==> config.mk <==
export PLATFORM = sky130hd
export DESIGN_NAME = iir_biquad_cascade_flat
export DESIGN_NICKNAME = d
export VERILOG_FILES = /design/src/rtl/iir_biquad_cascade_pkg.sv /design/src/rtl/iir_biquad_cascade_if.sv /design/src/rtl/iir_biquad_cascade_fxp_round_sat.sv /design/src/rtl/iir_biquad_cascade.sv /design/src/flat_wrapper.sv
export SDC_FILE = /design/constraint.sdc
export NUM_CORES = 2
export LEC_CHECK = 0
export ABC_CLOCK_PERIOD_IN_PS = 11400
export BUFFER_PORTS_ARGS = -buffer_cell sky130_fd_sc_hd__buf_2
export CAP_MARGIN = 15
export CORE_MARGIN = 8
export CORE_UTILIZATION = 40
export DETAILED_ROUTE_END_ITERATION = 6
export GPL_TIMING_DRIVEN = 0
export PLACE_DENSITY_LB_ADDON = 0.08
export SYNTH_ARGS = -nofsm -noshare
export SYNTH_HDL_FRONTEND = slang
export SYNTH_SLANG_ARGS = --single-unit
==> constraint.sdc <==
create_clock -name clk -period 11.4 [get_ports clk]
set_clock_uncertainty 0.2 [all_clocks]
set_input_delay 1.14 -clock clk [delete_from_list [all_inputs] [get_ports clk]]
set_output_delay 1.14 -clock clk [all_outputs]
set_load 0.01 [all_outputs]
==> src/rtl/iir_biquad_cascade_pkg.sv <==
// rtl/iir_biquad_cascade_pkg.sv - shared types and fixed-point helpers for the biquad cascade
// Holds the coefficient index and FSM state enums, the accumulator width
// function and the round-half-up / saturate helper used by fxp_round_sat.
package iir_pkg;

    typedef enum logic [2:0] {
        COEF_B0 = 3'd0,
        COEF_B1 = 3'd1,
        COEF_B2 = 3'd2,
        COEF_A1 = 3'd3,
        COEF_A2 = 3'd4
    } coef_idx_e;

    typedef enum logic [1:0] {
        ST_IDLE,
        ST_CALC,
        ST_CONV,
        ST_OUT
    } state_e;

    // Five exact products of INTER x COEF bits summed without wrap need 3 guard bits.
    function automatic int acc_width(input int len_inter, input int len_coef);
        return len_inter + len_coef + 3;
    endfunction

    // drop > 0: round half up and shift right; drop < 0: shift left (exact).
    // Returns {value, sat} with value saturated to out_len signed bits.
    function automatic logic [64:0] round_sat(input logic signed [63:0] v,
                                              input int drop, input int out_len);
        logic signed [63:0] r;
        logic signed [63:0] max_v;
        logic signed [63:0] min_v;
        logic               sat;
        r = v;
        if (drop > 0) begin
            r = (v + (64'sd1 <<< (drop - 1))) >>> drop;
        end else if (drop < 0) begin
            r = v <<< (-drop);
        end
        max_v = (64'sd1 <<< (out_len - 1)) - 64'sd1;
        min_v = -max_v - 64'sd1;
        sat   = 1'b0;
        if (r > max_v) begin
            r   = max_v;
            sat = 1'b1;
        end else if (r < min_v) begin
            r   = min_v;
            sat = 1'b1;
        end
        return {r, sat};
    endfunction

endpackage

==> src/rtl/iir_biquad_cascade_if.sv <==
// rtl/iir_biquad_cascade_if.sv - sample stream handshake bundle for the biquad cascade
// in_valid/in_ready/x carry samples in, out_valid/out_ready/y carry results out.
// master = sample source/sink side, slave = filter side.
interface iir_biquad_cascade_if #(
    parameter int WORD_LEN_IN  = 16,
    parameter int WORD_LEN_OUT = 16
);
    logic                           in_valid;
    logic                           in_ready;
    logic signed [WORD_LEN_IN-1:0]  x;
    logic                           out_valid;
    logic                           out_ready;
    logic signed [WORD_LEN_OUT-1:0] y;

    modport master (output in_valid, x, out_ready, input in_ready, out_valid, y);
    modport slave  (input in_valid, x, out_ready, output in_ready, out_valid, y);
endinterface

==> src/rtl/iir_biquad_cascade_fxp_round_sat.sv <==
// rtl/iir_biquad_cascade_fxp_round_sat.sv - fixed-point requantizer (round half up, saturate)
// din: IN_LEN signed; dout: OUT_LEN signed; sat: result was clipped.
// DROP > 0 removes DROP fraction bits with rounding, DROP < 0 adds fraction bits.
module fxp_round_sat
    import iir_pkg::*;
#(
    parameter int IN_LEN  = 16,
    parameter int OUT_LEN = 16,
    parameter int DROP    = 0
) (
    input  logic signed [IN_LEN-1:0]  din,
    output logic signed [OUT_LEN-1:0] dout,
    output logic                      sat
);
    logic signed [63:0] din_ext;
    logic [64:0]        res;
    logic               unused_hi;

    assign din_ext   = {{(64 - IN_LEN){din[IN_LEN-1]}}, din};
    assign res       = round_sat(din_ext, DROP, OUT_LEN);
    assign dout      = res[OUT_LEN:1];
    assign sat       = res[0];
    // Upper bits are only sign copies of the saturated value.
    assign unused_hi = ^res[64:OUT_LEN+1];
endmodule

==> src/rtl/iir_biquad_cascade.sv <==
// rtl/iir_biquad_cascade.sv - N_SECT cascaded DF-I biquads on one shared MAC
// Ports: clk, rst_n (async, active low); s_if sample stream (slave);
// coef_we/coef_sect/coef_idx/coef_wdata coefficient write (IDLE only);
// clear_state zeroes history and sat_flag (IDLE only); sat_flag sticky saturation.
module iir_biquad_cascade
    import iir_pkg::*;
#(
    parameter int WORD_LEN_IN     = 16,
    parameter int WORD_FRAC_IN    = 15,
    parameter int WORD_LEN_OUT    = 16,
    parameter int WORD_FRAC_OUT   = 15,
    parameter int WORD_LEN_COEF   = 18,
    parameter int WORD_FRAC_COEF  = 15,
    parameter int WORD_LEN_INTER  = 24,
    parameter int WORD_FRAC_INTER = 20,
    parameter int N_SECT          = 2,
    localparam int SECT_W = (N_SECT > 1) ? $clog2(N_SECT) : 1
) (
    input  logic                            clk,
    input  logic                            rst_n,
    iir_biquad_cascade_if.slave             s_if,
    input  logic                            coef_we,
    input  logic [SECT_W-1:0]               coef_sect,
    input  logic [2:0]                      coef_idx,
    input  logic signed [WORD_LEN_COEF-1:0] coef_wdata,
    input  logic                            clear_state,
    output logic                            sat_flag
);
    localparam int ACC_W = acc_width(WORD_LEN_INTER, WORD_LEN_COEF);
    localparam logic [SECT_W-1:0] LAST_SECT = SECT_W'(N_SECT - 1);

    typedef logic signed [WORD_LEN_INTER-1:0] inter_t;
    typedef logic signed [WORD_LEN_COEF-1:0]  coef_t;

    state_e                         state_q, state_d;
    logic [SECT_W-1:0]              sect_q, sect_d;
    logic [2:0]                     tap_q, tap_d;
    inter_t                         u_q, u_d;
    logic signed [ACC_W-1:0]        acc_q, acc_d;
    logic signed [WORD_LEN_OUT-1:0] y_q, y_d;
    logic                           sat_q, sat_d;
    coef_t                          coef_q [N_SECT][5];
    coef_t                          coef_d [N_SECT][5];
    inter_t                         u1_q [N_SECT], u1_d [N_SECT];
    inter_t                         u2_q [N_SECT], u2_d [N_SECT];
    inter_t                         w1_q [N_SECT], w1_d [N_SECT];
    inter_t                         w2_q [N_SECT], w2_d [N_SECT];

    inter_t                         x_inter, w_sect;
    logic signed [WORD_LEN_OUT-1:0] y_conv;
    logic                           x_sat, w_sat, y_sat;
    inter_t                         mul_a;
    coef_t                          mul_b;
    logic signed [ACC_W-1:0]        prod, acc_base;

    fxp_round_sat #(.IN_LEN(WORD_LEN_IN), .OUT_LEN(WORD_LEN_INTER),
                    .DROP(WORD_FRAC_IN - WORD_FRAC_INTER))
        u_in_conv (.din(s_if.x), .dout(x_inter), .sat(x_sat));

    fxp_round_sat #(.IN_LEN(ACC_W), .OUT_LEN(WORD_LEN_INTER), .DROP(WORD_FRAC_COEF))
        u_sect_conv (.din(acc_q), .dout(w_sect), .sat(w_sat));

    fxp_round_sat #(.IN_LEN(WORD_LEN_INTER), .OUT_LEN(WORD_LEN_OUT),
                    .DROP(WORD_FRAC_INTER - WORD_FRAC_OUT))
        u_out_conv (.din(u_q), .dout(y_conv), .sat(y_sat));

    // Shared MAC operand selection; feedback taps (3, 4) are subtracted.
    always_comb begin
        mul_a = u_q;
        mul_b = coef_q[sect_q][COEF_B0];
        case (tap_q)
            3'd1:    begin mul_a = u1_q[sect_q]; mul_b = coef_q[sect_q][COEF_B1]; end
            3'd2:    begin mul_a = u2_q[sect_q]; mul_b = coef_q[sect_q][COEF_B2]; end
            3'd3:    begin mul_a = w1_q[sect_q]; mul_b = coef_q[sect_q][COEF_A1]; end
            3'd4:    begin mul_a = w2_q[sect_q]; mul_b = coef_q[sect_q][COEF_A2]; end
            default: begin mul_a = u_q;          mul_b = coef_q[sect_q][COEF_B0]; end
        endcase
        prod     = ACC_W'(mul_a) * ACC_W'(mul_b);
        acc_base = (tap_q == 3'd0) ? '0 : acc_q;
    end

    always_comb begin
        state_d = state_q;
        sect_d  = sect_q;
        tap_d   = tap_q;
        u_d     = u_q;
        acc_d   = acc_q;
        y_d     = y_q;
        sat_d   = sat_q;
        coef_d  = coef_q;
        u1_d    = u1_q;
        u2_d    = u2_q;
        w1_d    = w1_q;
        w2_d    = w2_q;
        case (state_q)
            ST_IDLE: begin
                if (coef_we && (coef_idx <= COEF_A2) && (32'(coef_sect) < N_SECT)) begin
                    coef_d[coef_sect][coef_idx] = coef_wdata;
                end
                if (clear_state) begin
                    for (int s = 0; s < N_SECT; s++) begin
                        u1_d[s] = '0;
                        u2_d[s] = '0;
                        w1_d[s] = '0;
                        w2_d[s] = '0;
                    end
                    sat_d = 1'b0;
                end
                if (s_if.in_valid) begin
                    u_d     = x_inter;
                    sat_d   = sat_d | x_sat;
                    sect_d  = '0;
                    tap_d   = '0;
                    state_d = ST_CALC;
                end
            end
            ST_CALC: begin
                if (tap_q != 3'd5) begin
                    acc_d = (tap_q >= 3'd3) ? (acc_base - prod) : (acc_base + prod);
                    tap_d = tap_q + 3'd1;
                end else begin
                    u2_d[sect_q] = u1_q[sect_q];
                    u1_d[sect_q] = u_q;
                    w2_d[sect_q] = w1_q[sect_q];
                    w1_d[sect_q] = w_sect;
                    u_d          = w_sect;
                    sat_d        = sat_q | w_sat;
                    tap_d        = '0;
                    if (sect_q == LAST_SECT) begin
                        state_d = ST_CONV;
                    end else begin
                        sect_d = sect_q + 1'b1;
                    end
                end
            end
            ST_CONV: begin
                y_d     = y_conv;
                sat_d   = sat_q | y_sat;
                state_d = ST_OUT;
            end
            ST_OUT: begin
                if (s_if.out_ready) begin
                    state_d = ST_IDLE;
                end
            end
            default: state_d = ST_IDLE;
        endcase
    end

    always_ff @(posedge clk or negedge rst_n) begin
        if (!rst_n) begin
            state_q <= ST_IDLE;
            sect_q  <= '0;
            tap_q   <= '0;
            u_q     <= '0;
            acc_q   <= '0;
            y_q     <= '0;
            sat_q   <= 1'b0;
            for (int s = 0; s < N_SECT; s++) begin
                u1_q[s] <= '0;
                u2_q[s] <= '0;
                w1_q[s] <= '0;
                w2_q[s] <= '0;
                for (int c = 0; c < 5; c++) begin
                    coef_q[s][c] <= '0;
                end
            end
        end else begin
            state_q <= state_d;
            sect_q  <= sect_d;
            tap_q   <= tap_d;
            u_q     <= u_d;
            acc_q   <= acc_d;
            y_q     <= y_d;
            sat_q   <= sat_d;
            coef_q  <= coef_d;
            u1_q    <= u1_d;
            u2_q    <= u2_d;
            w1_q    <= w1_d;
            w2_q    <= w2_d;
        end
    end

    assign s_if.in_ready  = (state_q == ST_IDLE);
    assign s_if.out_valid = (state_q == ST_OUT);
    assign s_if.y         = y_q;
    assign sat_flag       = sat_q;
endmodule

==> src/flat_wrapper.sv <==
// flat-port wrapper written by rule: the top's interface ports become plain ports
module iir_biquad_cascade_flat import iir_pkg::*;
#(
    parameter int WORD_LEN_IN     = 16,
    parameter int WORD_FRAC_IN    = 15,
    parameter int WORD_LEN_OUT    = 16,
    parameter int WORD_FRAC_OUT   = 15,
    parameter int WORD_LEN_COEF   = 18,
    parameter int WORD_FRAC_COEF  = 15,
    parameter int WORD_LEN_INTER  = 24,
    parameter int WORD_FRAC_INTER = 20,
    parameter int N_SECT          = 2,
    localparam int SECT_W = (N_SECT > 1) ? $clog2(N_SECT) : 1
)
  (clk, rst_n, coef_we, coef_sect, coef_idx, coef_wdata, clear_state, sat_flag, s_if_in_valid, s_if_x, s_if_out_ready, s_if_in_ready, s_if_out_valid, s_if_y);
  iir_biquad_cascade_if #(.WORD_LEN_IN(WORD_LEN_IN), .WORD_LEN_OUT(WORD_LEN_OUT)) s_if_i ();
  input  logic clk;
  input  logic rst_n;
  input  logic coef_we;
  input  logic [SECT_W-1:0] coef_sect;
  input  logic [2:0] coef_idx;
  input  logic signed [WORD_LEN_COEF-1:0] coef_wdata;
  input  logic clear_state;
  output logic sat_flag;
  input wire logic [$bits(s_if_i.in_valid)-1:0] s_if_in_valid;
  input wire logic [$bits(s_if_i.x)-1:0] s_if_x;
  input wire logic [$bits(s_if_i.out_ready)-1:0] s_if_out_ready;
  output wire logic [$bits(s_if_i.in_ready)-1:0] s_if_in_ready;
  output wire logic [$bits(s_if_i.out_valid)-1:0] s_if_out_valid;
  output wire logic [$bits(s_if_i.y)-1:0] s_if_y;
  assign s_if_i.in_valid = s_if_in_valid;
  assign s_if_i.x = s_if_x;
  assign s_if_i.out_ready = s_if_out_ready;
  assign s_if_in_ready = s_if_i.in_ready;
  assign s_if_out_valid = s_if_i.out_valid;
  assign s_if_y = s_if_i.y;
  iir_biquad_cascade #(.WORD_LEN_IN(WORD_LEN_IN), .WORD_FRAC_IN(WORD_FRAC_IN), .WORD_LEN_OUT(WORD_LEN_OUT), .WORD_FRAC_OUT(WORD_FRAC_OUT), .WORD_LEN_COEF(WORD_LEN_COEF), .WORD_FRAC_COEF(WORD_FRAC_COEF), .WORD_LEN_INTER(WORD_LEN_INTER), .WORD_FRAC_INTER(WORD_FRAC_INTER), .N_SECT(N_SECT)) u_core (.clk(clk), .rst_n(rst_n), .s_if(s_if_i), .coef_we(coef_we), .coef_sect(coef_sect), .coef_idx(coef_idx), .coef_wdata(coef_wdata), .clear_state(clear_state), .sat_flag(sat_flag));
endmodule
== Yosys cells after proc, flatten, opt, wreduce, memory -nomap -nowiden ==
Cells that the tools add are included.

* Bits of input ports: 44
* Output and inout port bits: 19
* Register bits: 464

* Bitwise gates (word level): 6
* Reductions and logical operators: 15
* Equality and inequality tests: 13
* $mul: 1
* Multiplexer cells: 71
* Order comparisons: 14
* $add $sub $neg: 6

{| class="wikitable"
|+ Operators with widths
! cell !! count
|-
| 2-to-1 mux 24 bit || 19
|-
| one-hot mux 48 bit (2 select lines) || 4
|-
| 2-to-1 mux 90 bit || 4
|-
| 2-to-1 mux 48 bit || 5
|-
| bitwise mux 48 bit || 4
|-
| bitwise mux 180 bit || 1
|-
| one-hot mux 24 bit (4 select lines) || 1
|-
| demux 90 bit (select 1 bit) || 1
|-
| 2-to-1 mux 45 bit || 2
|-
| one-hot mux 18 bit (4 select lines) || 1
|-
| demux 18 bit (select 3 bit) || 1
|-
| one-hot mux 24 bit (2 select lines) || 1
|-
| adder 45 x 16 -> 46 bit (second input constant) || 1
|-
| adder 45 bit || 1
|-
| subtractor 45 bit || 1
|-
| multiplier 24 x 18 -> 42 bit || 1
|-
| 2-to-1 mux 16 bit || 2
|-
| greater-than comparator 31 x 24 -> 1 bit (second input constant) || 1
|-
| less-than comparator 31 x 24 -> 1 bit (second input constant) || 1
|-
| adder 24 x 6 -> 25 bit (second input constant) || 1
|-
| demux 24 bit (select 1 bit) || 1
|-
| greater-than comparator 21 x 24 -> 1 bit (second input constant) || 1
|-
| less-than comparator 21 x 24 -> 1 bit (second input constant) || 1
|-
| greater-than comparator 20 x 16 -> 1 bit (second input constant) || 1
|-
| other kinds (36) || 69
|}

== Logic depth before layout (Yosys ltp) ==
* Depth after elaboration: 8
* Depth in mapped cells: 51

== Modules after synthesis ==
A second synthesis with hierarchy kept.

* Cells, all modules: 4236
* Area total of the unflattened synthesis: 41387.2 um2

{| class="wikitable"
|+ By module, submodules not included
! module !! seq. area each (um2) !! cells an instance !! area each (um2) !! instances
|-
| iir_biquad_cascade || 11611.1 || 3954 || 39230.1 || 1
|-
| fxp_round_sat (u_core.u_sect_conv) || 0.0 || 137 || 1088.5 || 1
|-
| fxp_round_sat (u_core.u_out_conv) || 0.0 || 119 || 877.1 || 1
|-
| fxp_round_sat (u_core.u_in_conv) || 0.0 || 26 || 191.4 || 1
|}

== Least setup slack after synthesis ==
OpenSTA, ideal clock, no wires.

* Path type: register to register
* From: register u_core.sect_q
* To: register u_core.acc_q[44]
* Setup time: 137 ps
* Cell stages (with the launch flop): 40
* Arrival time: 11186 ps
* Setup slack: -123 ps
* Period minus slack after synthesis: 11523 ps
* Data required time: 11063 ps
* Cell sequence: dfrtp_1 -> buf_1 -> buf_1 -> clkbuf_1 -> buf_1 -> clkbuf_1 -> a211oi_1 -> a221oi_1 -> clkbuf_1 -> nor2_1 -> fa_1 -> inv_1 -> fa_1 -> fa_1 -> inv_1 -> fa_1 -> fa_1 -> inv_1 -> (+4 left out) -> o211ai_1 -> a2111oi_4 -> a211oi_2 -> o31ai_2 -> a21oi_2 -> nor4_4 -> or3b_1 -> or4b_4 -> and2_1 -> xnor2_1 -> ha_1 -> nand3_1 -> or2_2 -> o31ai_1 -> a31oi_1 -> xnor2_1 -> mux2i_1 -> a21oi_1

* Longest elaborated chain between the ends: 8
* Elaborated cells on any way between the ends: 22
* Classes of those cells: add/sub (2); mul (1); mux (18); bitwise (1)

{| class="wikitable"
|+ RTL lines
! what !! RTL line !! source
|-
| start, declared || iir_biquad_cascade.sv:36 || <nowiki>logic [SECT_W-1:0] sect_q, sect_d;</nowiki>
|-
| start signal, assigned || iir_biquad_cascade.sv:170 || <nowiki>sect_q <= sect_d;</nowiki>
|-
| NOT 1 -> 2 bit * || -- ||
|-
| 2-to-1 mux 24 bit (implied by the code), or another cell as far along (3 in a row) || iir_biquad_cascade.sv:75 || <nowiki>3'd4: begin mul_a = w2_q[sect_q]; mul_b = coef_q[sect_q][COEF_A2]; end</nowiki>
|-
| one-hot mux 24 bit (4 select lines) or one-hot mux 18 bit (4 select lines) (tied branches) || iir_biquad_cascade.sv:71 || <nowiki>case (tap_q)</nowiki>
|-
| multiplier 24 x 18 -> 42 bit * || iir_biquad_cascade.sv:78 || <nowiki>prod = ACC_W'(mul_a) * ACC_W'(mul_b);</nowiki>
|-
| adder 45 bit or subtractor 45 bit (tied branches) || iir_biquad_cascade.sv:119 || <nowiki>acc_d = (tap_q >= 3'd3) ? (acc_base - prod) : (acc_base + prod);</nowiki>
|-
| 2-to-1 mux 45 bit * || iir_biquad_cascade.sv:119 ||
|-
| end signal, assigned || iir_biquad_cascade.sv:156 || <nowiki>acc_q <= '0;</nowiki>
|-
| end signal, assigned || iir_biquad_cascade.sv:173 || <nowiki>acc_q <= acc_d;</nowiki>
|-
| end, declared || iir_biquad_cascade.sv:39 || <nowiki>logic signed [ACC_W-1:0] acc_q, acc_d;</nowiki>
|}

Mark *: on every way between the ends. The rest lies on a longest branch, timed or not. The select of a mux whose other input is x is not followed.
A chain may end at the register's enable or synchronous reset.

== Final worst setup path ==
* From: register u_core.tap_q[0]
* To: register u_core.acc_q[38]

* Longest elaborated chain between the ends: 5
* Elaborated cells on any way between the ends: 15
* Classes of those cells: add/sub (2); mul (1); order compare (1); eq/ne (5); mux (4); reduce/logical (2)

{| class="wikitable"
|+ RTL lines
! what !! RTL line !! source
|-
| start, declared || iir_biquad_cascade.sv:37 || <nowiki>logic [2:0] tap_q, tap_d;</nowiki>
|-
| start signal, assigned || iir_biquad_cascade.sv:171 || <nowiki>tap_q <= tap_d;</nowiki>
|-
| equality test 3 bit, or another cell as far along || iir_biquad_cascade.sv:71 ||
|-
| one-hot mux 24 bit (4 select lines) or one-hot mux 18 bit (4 select lines) (tied branches) || iir_biquad_cascade.sv:71 ||
|-
| multiplier 24 x 18 -> 42 bit || iir_biquad_cascade.sv:78 ||
|-
| adder 45 bit or subtractor 45 bit (tied branches) || iir_biquad_cascade.sv:119 ||
|-
| 2-to-1 mux 45 bit || iir_biquad_cascade.sv:119 ||
|}

Parallel ways exist; a longest one is shown, timed or not.

==> impl_metrics.json <==
{
  "synthArstFlopShare_pct": 100.0,
  "synth_compound_area_share_pct": 15.52,
  "setup_ws_ns": -0.1481,
  "worstPathMaxFanout": 10,
  "worstSetupEndpointType": "flip-flop",
  "worst_hold_path_type": "flip-flop to flip-flop",
  "hpwl_mm": 113.0,
  "r2r-start": "u_core.tap_q[0]",
  "synthMuxAreaShare_pct": 6.804,
  "avgViaCountPerCell": 5.644,
  "reg2regPathDepth": 46,
  "synth_xor_area_share_pct": 3.485,
  "synth_area_leaders": "dfrtp_1, fa_1, mux2_2, inv_1, ha_1",
  "top_layer_used": "met4",
  "gp_congestion": 0.9047,
  "cts_made_buffers": 51,
  "drt_pass1_iterations": 6,
  "vias": 32358,
  "grt_overflow": 0,
  "hold_violations": 0,
  "grt_pass1_wl_mm": 222.1,
  "syn_area_per_cell_um2": 9.715,
  "max_stage_delay_ns": 0.72,
  "htreeDepth": 2,
  "syn_nets": 4741,
  "hold_path_depth": 1,
  "critical_path_required_ns": 11.66,
  "yosys.area.top_type": "dfrtp_1",
  "die-width_um": 332.1,
  "critPathLaunch": "u_core.tap_q[0]",
  "synth_seq_cells": 464,
  "crit_type": "flip-flop to flip-flop",
  "layout-drive-gt1-share_pct": 21.34,
  "tightest_slew_ns": 1.100,
  "slew_violations": 0,
  "cap_violations": 0,
  "start_util_pct": 40.13,
  "synth_top_area_share_pct": 29.06,
  "cts_tree": "done",
  "die_h_um": 332.1,
  "final-seq-area_mm2": 0.01161,
  "drt_iter0_drc": 2534,
  "portBuffers": 44,
  "synth_fa_ha_area_share_pct": 26.29,
  "core_area_mm2": 0.09957,
  "placed_cells": 5489,
  "area_growth_pct": 20.00,
  "hp-start": "u_core.u1_q[16]",
  "finalSetupViolations": 3,
  "period_needed_ns": 11.55,
  "synthSimpleGateAreaFrac_pct": 11.11,
  "met2WireLength_mm": 66.63,
  "postRouteAntennaNets": 0,
  "final_core_util_pct": 48.16,
  "synth_edf_count": 0,
  "clk_pin_slew_ns": 0.06,
  "slowest_stage": "a222oi_1",
  "insertion_delay_ns": 0.65,
  "worstReg2RegEnd": "u_core.acc_q[38]",
  "synth_warnings": 0,
  "cp_data_arrival_time_ns": 11.81,
  "violations": "negative setup slack",
  "instances_no_fill": 5733,
  "fillers": 9478,
  "grt_usage_pct": 26.45,
  "rows": 116,
  "clock.fmax_mhz": 86.59,
  "startpoint_type": "flip-flop",
  "post-place-ws_ns": -4.024,
  "outcome": "complete, but fails checks",
  "synth-seq-area-share_pct": 29.06,
  "antenna_found_initial": 3,
  "synth_top_family_by_area": "adder cells",
  "clock_sinks": 464,
  "syn_inst": 4113,
  "layout_worst_path_cycle_share_pct": 101.3,
  "r2r_setup_slack_ns": -0.15,
  "ios": 63,
  "slew_headroom_pct": 26.40,
  "multi_input_area_mm2": 0.02715,
  "drc": 0,
  "wl_per_cell_um": 25.81,
  "whs_endpoint": "u_core.u2_q[16]",
  "ys.flop_type": "dfrtp_1",
  "m1WireLength_mm": 67.76,
  "wl_met3_mm": 9.855,
  "grt_max_degree": 116,
  "syn_area_mm2": 0.03996,
  "rsz0062_at_grt": "yes",
  "cpMostUsedCell": "fa_1",
  "clk_path_buf_depth": 3,
  "drt-total-wl_mm": 148.0,
  "ys_types": 83,
  "cts_root_buf": "clkbuf_16",
  "grt_pass1_vias": 33011,
  "dieArea_mm2": 0.1103,
  "num-nets-final": 5024
}
[synthesized netlist by cell type, types with 20 or more instances]
cell and n:
a222oi_1 55, nand2b_1 25, clkbuf_1 209, o21ai_0 156, nor3_1 28, and2_1 33
nor2_1 272, nand2_1 421, fa_1 426, mux2i_1 50, o211ai_1 23, nor2b_1 66
nand3_1 40, a211oi_1 64, dfrtp_1 464, xor2_1 69, buf_1 37, ha_1 158
inv_1 564, xnor2_1 90, or2_2 20, a21oi_1 142, a22o_1 205, mux2_2 197
nand4_1 20, a21o_1 34
[repair_timing]
action / CTS / global route
hold buffers: 0 / 0
buffers inserted: 126 / 33
resized for setup: 521 / 120
setup endpoints to repair: 35 / 17
cloned: 3 / 0
pin swaps: 178 / 128
[cells by family (layout without fill, tap and decap cells)]
group | after synthesis | in the layout
AND/OR/NAND/NOR | 986 | 986
AO/OA/AOI/OAI | 855 | 855
buffers and inverters | 818 | 1139
adder cells (fa/ha/maj) | 584 | 584
flip-flops | 464 | 464
multiplexers | 247 | 247
XOR/XNOR | 159 | 159
other | 0 | 1
[registers in the layout, indices dropped and copies added (netlist names)]
name             flops
u_core.coef_q      180
u_core.u1_q         48
u_core.u2_q         48
u_core.w1_q         48
u_core.w2_q         48
u_core.acc_q        45
u_core.u_q          24
u_core.s_if.y       16
u_core.tap_q         3
u_core.state_q       2
u_core.sat_flag      1
u_core.sect_q        1
[layout by cell type, fill, tap and decap left out, drive strengths merged, types with 9 or more instances in the layout]
| master | count |
|---|---|
| o21a | 11 |
| nand2b | 25 |
| o211ai | 23 |
| and3 | 12 |
| o21bai | 18 |
| fa | 426 |
| o21ai | 175 |
| mux2 | 197 |
| clkbuf | 260 |
| nand3 | 40 |
| a21o | 34 |
| nand4 | 20 |
| nor2 | 272 |
| nand2 | 421 |
| a21oi | 146 |
| dfrtp | 464 |
| nor3 | 32 |
| xor2 | 69 |
| a31oi | 17 |
| clkinv | 11 |
| mux2i | 50 |
| buf | 289 |
| or2 | 20 |
| inv | 565 |
| and2 | 34 |
| a211o | 17 |
| a221oi | 18 |
| ha | 158 |
| a22o | 205 |
| o31ai | 14 |
| or3 | 9 |
| a211oi | 67 |
| nor2b | 66 |
| a222oi | 55 |
| xnor2 | 90 |
| o221ai | 10 |
[routing by layer]
metal / vias to the layer above / global-route usage, %
met3: 174 / 4.997
met4: 0 / 6.104
met5: - / 0
li1: 14367 / -
met2: 1068 / 41.20
met1: 16749 / 38.07
[through the flow]
stage               setup TNS, ns  cell area [um2]  hold slack, ns
finish                    -0.2960            47950          0.2693
global route               -2.823            47950          0.3018
CTS                      -0.04516            47200          0.2748
detailed placement         -86.03            42330          0.2660
global placement          -595.39            41810          0.2544
floorplan                       0            39960          0.2379
[worst max-delay path by stage]
stage,end,slack [ns]
after detailed placement,u_core.acc_q[44],-4.02
final,u_core.acc_q[38],-0.15
after global routing,u_core.acc_q[44],-0.47
after floorplan,u_core.acc_q[44],0.1
after CTS,u_core.acc_q[44],-0.05
after global placement,u_core.acc_q[41],-4.57
[cell type report]
type	instances	area share [%]
inverters	564	4.423
repair buffers	241	4.201
clock inverters	26	0.8741
plain buffers	243	3.290
clock buffers	65	2.980
multi-input cells	2831	56.62
well taps	1298	3.387
diodes	1	0.005219
flip-flops and latches	464	24.22
[critical path: cells and delay by family (launching register included)]
kind            cells  cell delay [ns]
compound gates     15             2.88
xor+xnor            3             0.64
fa+ha+maj           9             3.74
buf+inv            12             1.66
flops               1             0.38
simple gates        7             1.83
Power is not shown: default switching activity piles up to over one toggle a cycle in this logic, so the estimate is an artifact.
